==> src/rtl/bus_arbiter_if.sv <==
// Signal bundle between the two requesters, the shared memory bus and bus_arbiter.
// The slave modport is the arbiter's view. The master modport is the view of the requesters and the bus.
interface bus_arbiter_if;
    logic        m0Request;
    logic [31:0] m0Address;
    logic [31:0] m0DataOut;
    logic        m0WriteEnable;
    logic [31:0] m0DataIn;
    logic        m0Ack;

    logic        m1Request;
    logic [31:0] m1Address;
    logic [31:0] m1DataOut;
    logic        m1WriteEnable;
    logic [31:0] m1DataIn;
    logic        m1Ack;

    logic [31:0] busAddress;
    logic [31:0] busDataOut;
    logic        busWriteEnable;
    logic [31:0] busDataIn;
    logic        busOwner;

    modport slave (
        input  m0Request, m0Address, m0DataOut, m0WriteEnable,
        input  m1Request, m1Address, m1DataOut, m1WriteEnable,
        input  busDataIn,
        output m0DataIn, m0Ack, m1DataIn, m1Ack,
        output busAddress, busDataOut, busWriteEnable, busOwner
    );

    modport master (
        output m0Request, m0Address, m0DataOut, m0WriteEnable,
        output m1Request, m1Address, m1DataOut, m1WriteEnable,
        output busDataIn,
        input  m0DataIn, m0Ack, m1DataIn, m1Ack,
        input  busAddress, busDataOut, busWriteEnable, busOwner
    );
endinterface

==> src/rtl/bus_arbiter.sv <==
// Round-robin arbiter that lets two requesters share one 32-bit memory bus.
// Only one transaction is in flight at a time, and every access takes a fixed READ_LATENCY.
module bus_arbiter #(
    parameter int unsigned READ_LATENCY = 2
) (
    input  logic          clk,
    input  logic          reset,
    bus_arbiter_if.slave  bus
);
    typedef enum logic [1:0] {
        IDLE   = 2'd0,
        ACCESS = 2'd1,
        DONE   = 2'd2
    } state_t;

    localparam logic [3:0] LAT_M1 = 4'(READ_LATENCY - 1);

    state_t      r_state,          w_state_nxt;
    logic [3:0]  r_count,          w_count_nxt;
    logic        r_lastGrant,      w_lastGrant_nxt;
    logic        r_busOwner,       w_busOwner_nxt;
    logic [31:0] r_busAddress,     w_busAddress_nxt;
    logic [31:0] r_busDataOut,     w_busDataOut_nxt;
    logic        r_busWriteEnable, w_busWriteEnable_nxt;
    logic [31:0] r_m0DataIn,       w_m0DataIn_nxt;
    logic        r_m0Ack,          w_m0Ack_nxt;
    logic [31:0] r_m1DataIn,       w_m1DataIn_nxt;
    logic        r_m1Ack,          w_m1Ack_nxt;
    logic        w_grant;

    always_ff @(posedge clk) begin
        if (reset) begin
            r_state          <= IDLE;
            r_count          <= '0;
            r_lastGrant      <= 1'b1;
            r_busOwner       <= 1'b0;
            r_busAddress     <= '0;
            r_busDataOut     <= '0;
            r_busWriteEnable <= 1'b0;
            r_m0DataIn       <= '0;
            r_m0Ack          <= 1'b0;
            r_m1DataIn       <= '0;
            r_m1Ack          <= 1'b0;
        end else begin
            r_state          <= w_state_nxt;
            r_count          <= w_count_nxt;
            r_lastGrant      <= w_lastGrant_nxt;
            r_busOwner       <= w_busOwner_nxt;
            r_busAddress     <= w_busAddress_nxt;
            r_busDataOut     <= w_busDataOut_nxt;
            r_busWriteEnable <= w_busWriteEnable_nxt;
            r_m0DataIn       <= w_m0DataIn_nxt;
            r_m0Ack          <= w_m0Ack_nxt;
            r_m1DataIn       <= w_m1DataIn_nxt;
            r_m1Ack          <= w_m1Ack_nxt;
        end
    end

    always_comb begin
        w_state_nxt          = r_state;
        w_count_nxt          = r_count;
        w_lastGrant_nxt      = r_lastGrant;
        w_busOwner_nxt       = r_busOwner;
        w_busAddress_nxt     = r_busAddress;
        w_busDataOut_nxt     = r_busDataOut;
        w_busWriteEnable_nxt = r_busWriteEnable;
        w_m0DataIn_nxt       = r_m0DataIn;
        w_m0Ack_nxt          = r_m0Ack;
        w_m1DataIn_nxt       = r_m1DataIn;
        w_m1Ack_nxt          = r_m1Ack;
        w_grant              = 1'b0;

        case (r_state)
            IDLE: begin
                if (bus.m0Request || bus.m1Request) begin
                    // On a tie, grant the master that did not win last time.
                    w_grant = (bus.m0Request && bus.m1Request) ? ~r_lastGrant : bus.m1Request;
                    w_lastGrant_nxt      = w_grant;
                    w_busOwner_nxt       = w_grant;
                    w_busAddress_nxt     = w_grant ? bus.m1Address     : bus.m0Address;
                    w_busDataOut_nxt     = w_grant ? bus.m1DataOut     : bus.m0DataOut;
                    w_busWriteEnable_nxt = w_grant ? bus.m1WriteEnable : bus.m0WriteEnable;
                    w_count_nxt          = LAT_M1;
                    w_state_nxt          = ACCESS;
                end
            end
            ACCESS: begin
                w_busWriteEnable_nxt = 1'b0;
                if (r_count != 4'd0) begin
                    w_count_nxt = r_count - 4'd1;
                end else begin
                    if (r_busOwner) begin
                        w_m1DataIn_nxt = bus.busDataIn;
                        w_m1Ack_nxt    = 1'b1;
                    end else begin
                        w_m0DataIn_nxt = bus.busDataIn;
                        w_m0Ack_nxt    = 1'b1;
                    end
                    w_state_nxt = DONE;
                end
            end
            DONE: begin
                w_m0Ack_nxt = 1'b0;
                w_m1Ack_nxt = 1'b0;
                w_state_nxt = IDLE;
            end
            default: begin
                w_state_nxt = IDLE;
            end
        endcase
    end

    assign bus.busAddress     = r_busAddress;
    assign bus.busDataOut     = r_busDataOut;
    assign bus.busWriteEnable = r_busWriteEnable;
    assign bus.busOwner       = r_busOwner;
    assign bus.m0DataIn       = r_m0DataIn;
    assign bus.m0Ack          = r_m0Ack;
    assign bus.m1DataIn       = r_m1DataIn;
    assign bus.m1Ack          = r_m1Ack;
endmodule

==> src/flat_wrapper.sv <==
// flat-port wrapper written by rule: the top's interface ports become plain ports
module bus_arbiter_flat 
#(
    parameter int unsigned READ_LATENCY = 2
)
  (clk, reset, bus_m0Request, bus_m0Address, bus_m0DataOut, bus_m0WriteEnable, bus_m1Request, bus_m1Address, bus_m1DataOut, bus_m1WriteEnable, bus_busDataIn, bus_m0DataIn, bus_m0Ack, bus_m1DataIn, bus_m1Ack, bus_busAddress, bus_busDataOut, bus_busWriteEnable, bus_busOwner);
  bus_arbiter_if bus_i ();
  input  logic clk;
  input  logic reset;
  input wire logic [$bits(bus_i.m0Request)-1:0] bus_m0Request;
  input wire logic [$bits(bus_i.m0Address)-1:0] bus_m0Address;
  input wire logic [$bits(bus_i.m0DataOut)-1:0] bus_m0DataOut;
  input wire logic [$bits(bus_i.m0WriteEnable)-1:0] bus_m0WriteEnable;
  input wire logic [$bits(bus_i.m1Request)-1:0] bus_m1Request;
  input wire logic [$bits(bus_i.m1Address)-1:0] bus_m1Address;
  input wire logic [$bits(bus_i.m1DataOut)-1:0] bus_m1DataOut;
  input wire logic [$bits(bus_i.m1WriteEnable)-1:0] bus_m1WriteEnable;
  input wire logic [$bits(bus_i.busDataIn)-1:0] bus_busDataIn;
  output wire logic [$bits(bus_i.m0DataIn)-1:0] bus_m0DataIn;
  output wire logic [$bits(bus_i.m0Ack)-1:0] bus_m0Ack;
  output wire logic [$bits(bus_i.m1DataIn)-1:0] bus_m1DataIn;
  output wire logic [$bits(bus_i.m1Ack)-1:0] bus_m1Ack;
  output wire logic [$bits(bus_i.busAddress)-1:0] bus_busAddress;
  output wire logic [$bits(bus_i.busDataOut)-1:0] bus_busDataOut;
  output wire logic [$bits(bus_i.busWriteEnable)-1:0] bus_busWriteEnable;
  output wire logic [$bits(bus_i.busOwner)-1:0] bus_busOwner;
  assign bus_i.m0Request = bus_m0Request;
  assign bus_i.m0Address = bus_m0Address;
  assign bus_i.m0DataOut = bus_m0DataOut;
  assign bus_i.m0WriteEnable = bus_m0WriteEnable;
  assign bus_i.m1Request = bus_m1Request;
  assign bus_i.m1Address = bus_m1Address;
  assign bus_i.m1DataOut = bus_m1DataOut;
  assign bus_i.m1WriteEnable = bus_m1WriteEnable;
  assign bus_i.busDataIn = bus_busDataIn;
  assign bus_m0DataIn = bus_i.m0DataIn;
  assign bus_m0Ack = bus_i.m0Ack;
  assign bus_m1DataIn = bus_i.m1DataIn;
  assign bus_m1Ack = bus_i.m1Ack;
  assign bus_busAddress = bus_i.busAddress;
  assign bus_busDataOut = bus_i.busDataOut;
  assign bus_busWriteEnable = bus_i.busWriteEnable;
  assign bus_busOwner = bus_i.busOwner;
  bus_arbiter #(.READ_LATENCY(READ_LATENCY)) u_core (.clk(clk), .reset(reset), .bus(bus_i));
endmodule
==> config.mk <==
export PLATFORM = sky130hd
export DESIGN_NAME = bus_arbiter_flat
export DESIGN_NICKNAME = d
export VERILOG_FILES = /design/src/rtl/bus_arbiter_if.sv /design/src/rtl/bus_arbiter.sv /design/src/flat_wrapper.sv
export SDC_FILE = /design/constraint.sdc
export NUM_CORES = 1
export LEC_CHECK = 0
export CORE_ASPECT_RATIO = 1.2
export CORE_MARGIN = 3
export CORE_UTILIZATION = 42
export DETAILED_ROUTE_END_ITERATION = 6
export PLACE_DENSITY = 0.86
export SYNTH_ARGS = -nofsm -noshare
export SYNTH_HDL_FRONTEND = slang
export SYNTH_SLANG_ARGS = --single-unit
==> constraint.sdc <==
create_clock -name clk -period 5 [get_ports clk]
set_input_delay 1 -clock clk [delete_from_list [all_inputs] [get_ports clk]]
set_output_delay 1 -clock clk [all_outputs]
set_load 0.005 [all_outputs]
==> results by group <==
Yosys
  • Mean Syn Cell Area: 10.7 µm²
  • Yosys Warn Count: 0
  • Synth cell types: 34
  • Largest cells by area after synthesis: dfxtp_1, mux2i_1, o2bb2ai_1
  • Syn_nets: approximately 680
  • Share of the synthesized area in the top cell type: roughly 50%
  • Mapped cell area: 5530 µm²
  • Post-Synthesis Cells: between 500 and 600
  • Flop and latch count out of synthesis: 139
  • Leading area contributor after synthesis: dfxtp_1
  • Register area share after synthesis: 50.3%

Worst setup path
  • Crit path largest cell delay: 0.82 ns
  • Worst R2R End: u_core.bus.m1DataIn[6]
  • R2R depth: 5
  • Setup slack, reg-to-reg: around 2.8 ns
  • CP max stage cell: a21boi_4
  • Family with the most delay on the worst path: buffers and inverters
  • Setup crit end kind: register
  • Req. time, crit path: roughly 5.3 ns
  • Critical-path cell list: clkdlybuf4s50_1 > a21boi_4 > buf_4 > mux2i_1 > o2bb2ai_1
  • WS Path Type: input port to register
  • CP Data Arrival Time: 3.11 ns
  • CP Max Fanout: 23
  • CP bufs+invs: 2
  • RR Startpoint: u_core.r_count[0]
  • Critical Path Start Type: input port

Floorplanning
  • Die ar.: around 15000 µm²
  • Core area: ~13000 µm²
  • Initial Util: around 43%
  • # IOs: 298
  • Site row count: 45
  • Die H: 132 µm
  • Die Span X: between 100 and 150 µm

STA
  • Worst slew margin: 33.2%
  • Slew Limit Fails: 0
  • RSZ-0062 raised after global routing: false
  • Final hold vios: 0
  • Final worst path period need: 2.84 ns
  • Slew @ Worst Pin: 0.999 ns
  • Final WS setup: 2.16 ns
  • Max Freq: 352 MHz
  • Setup TNS: 0 ns
  • Period Utilization, post-route: 56.9%
  • Final setup viols: 0
  • Clock skew: 0.00939 ns

Place
  • Pre-CTS setup slack: 1.72 ns
  • Final GP Congestion: 0.847
  • Port Buffer Count: between 200 and 300
  • DP Area: 8570 µm²
  • Post-DP HPWL: 14200 µm

Route
  • Initial DRC Count: 236
  • DR vias/cell: 5.16
  • Via count: 5031
  • # DRC: 0
  • Post-DRT Antenna Nets: 0
  • Final wirelength: 18900 µm
  • Drt first pass iters: 5
  • Routed wire per std cell: roughly 19 µm

Global route
  • Vias in the first global route: 5354
  • Largest net degree at the start of global routing: 66
  • Global-route wire length before repair: 29200 µm
  • Overall routing resource usage: 25.4%
  • Initial antenna violation count: 1
  • Congestion Overflow GR: 0

Worst hold path
  • Hold Crit Depth: 2
  • Hold path start: u_core.bus.m1DataIn[12]
  • Worst hold endpoint: u_core.bus.m1DataIn[12]
  • Hold Path Class: register to register

Cells and area
  • Area Growth Syn to Fin: 66.1%
  • Total Nets Final: between 900 and 1000
  • Fillers: 940
  • Most frequent cells in the layout: clkdlybuf4s50_1, dfxtp_1, mux2i_1, nand2_1, o2bb2ai_1
  • Register area: ~2800 µm²
  • Post-Layout Inst Area: roughly 9000 µm²
  • Most common cell after layout, fill and taps aside: clkdlybuf4s50_1
  • Layout cell share with drive strength beyond 1: 5.56%
  • Area of the multi-input gates: 2540 µm²

Clocking
  • Clock-pin transition on the worst setup and hold timing paths: approximately 0.06 ns
  • Maximum clock path buffer count: 2
  • CTS resizes: 0
  • H-tree lvl count: 4
  • # clock sinks: 139
  • Setup Buffers After CTS: 0
  • Worst-Skew Late Latency: 0.41 ns
  • CTS tree: built
  • CTS Hold Bufs: 0
  • CTS buffer count: 17
  • Root buffer cell: clkbuf_16

Status
  • Run status: finished clean

Power and ir drop
  • Leakage: around 3.5 nW
  • Worst-case vdd ir drop: 0.216 mV
  • Pwr per Cell Area: 348 nW/µm²
  • Power Total: 3.20 mW

Run
  • Total of max-cap violations: 0
metrics by stage:
step | hold slack, ns | utilization (%) | std cells
2_1_floorplan | 0.451 | - | 516
3_3_place_gp | 0.441 | 67.0 | 943
3_5_place_dp | 0.446 | 67.0 | 943
4_1_cts | 0.460 | 71.9 | 974
5_1_grt | 0.475 | 71.9 | 974
6_report | 0.459 | 71.9 | 975
synthesized netlist by cell type:
cell and n:
a21boi_1 1, o221a_2 1, buf_2 11, ha_1 2
o2bb2ai_1 64, nor3_2 1, nand4bb_2 1, clkbuf_1 18
dfxtp_1 139, or4_1 2, or2_2 1, o31ai_1 1
nor2b_1 1, nor3_1 2, o221ai_1 1, nor4bb_1 1
buf_6 5, and2_1 1, nand2_1 99, a31oi_1 1
mux2i_1 129, a21oi_1 6, nand2b_1 1, o21ba_2 1
buf_4 5, nand3_1 2, o21bai_1 1, or3_1 3
inv_1 5, o211ai_1 1, o21ai_0 6, nor3b_1 1
a32o_1 1, nor2_1 1
sequential cells by signal (all words and copies together) (netlist names):
signal and flops:
u_core.bus.busWriteEnable 1, u_core.bus.busOwner 1, u_core.r_lastGrant 1, u_core.bus.m0Ack 1
u_core.bus.m1DataIn 32, u_core.r_count 4, u_core.bus.m0DataIn 32, u_core.bus.busAddress 32
u_core.r_state 2, u_core.bus.m1Ack 1, u_core.bus.busDataOut 32
kinds of logic after synthesis:
| family | count (synthesis) | synth area share [%] |
|---|---|---|
| and+or+nand+nor | 117 | 9.01 |
| muxes | 129 | 23.4 |
| adders and majority gates | 2 | 0.453 |
| DFF | 139 | 50.3 |
| AOI/OAI and AO/OA | 85 | 12.6 |
| buffers and inverters | 44 | 4.25 |
how the worst max path moves through the flow:
stage	from	endpoint	slack (ns)	cells after the start
2_1_floorplan	bus_m1Request	u_core.bus.busAddress[17]	2.99	5
3_3_place_gp	bus_m1Request	u_core.bus.busDataOut[2]	1.83	5
3_5_place_dp	bus_m1Request	u_core.bus.busAddress[28]	1.72	5
4_1_cts	bus_m1Request	u_core.bus.busAddress[28]	2.16	5
5_1_grt	reset	u_core.bus.m1DataIn[18]	2.06	5
6_report	bus_m1Request	u_core.bus.busAddress[25]	2.16	5
layer usage:
metal	track usage (%)	share of wire [%]
met5	0	0.069
met4	8.97	2.2
met3	11.2	9.6
met2	42.6	49
met1	28.7	40
worst min-delay path, stage by stage, from the launching register on:
cell     delay, ns
dfxtp_1       0.31
nand2_1       0.05
mux2i_1       0.05
cell type report:
| type | count | area share [%] |
|---|---|---|
| antenna | 1 | 0.0272 |
| clock buffer | 20 | 4.86 |
| clock inverter | 11 | 1.84 |
| inverter | 5 | 0.204 |
| multi-input combinational | 333 | 27.6 |
| sequential | 139 | 30.3 |
| tap | 164 | 2.23 |
| timing repair buffer | 302 | 32.9 |
power by group:
part           switching, mW  internal, mW  total (mW)
Sequential            0.0611          1.21        1.27
Clock                  0.465         0.846        1.31
Combinational          0.243         0.374       0.617
No activity file was read; power rests on OpenSTA's default activity.
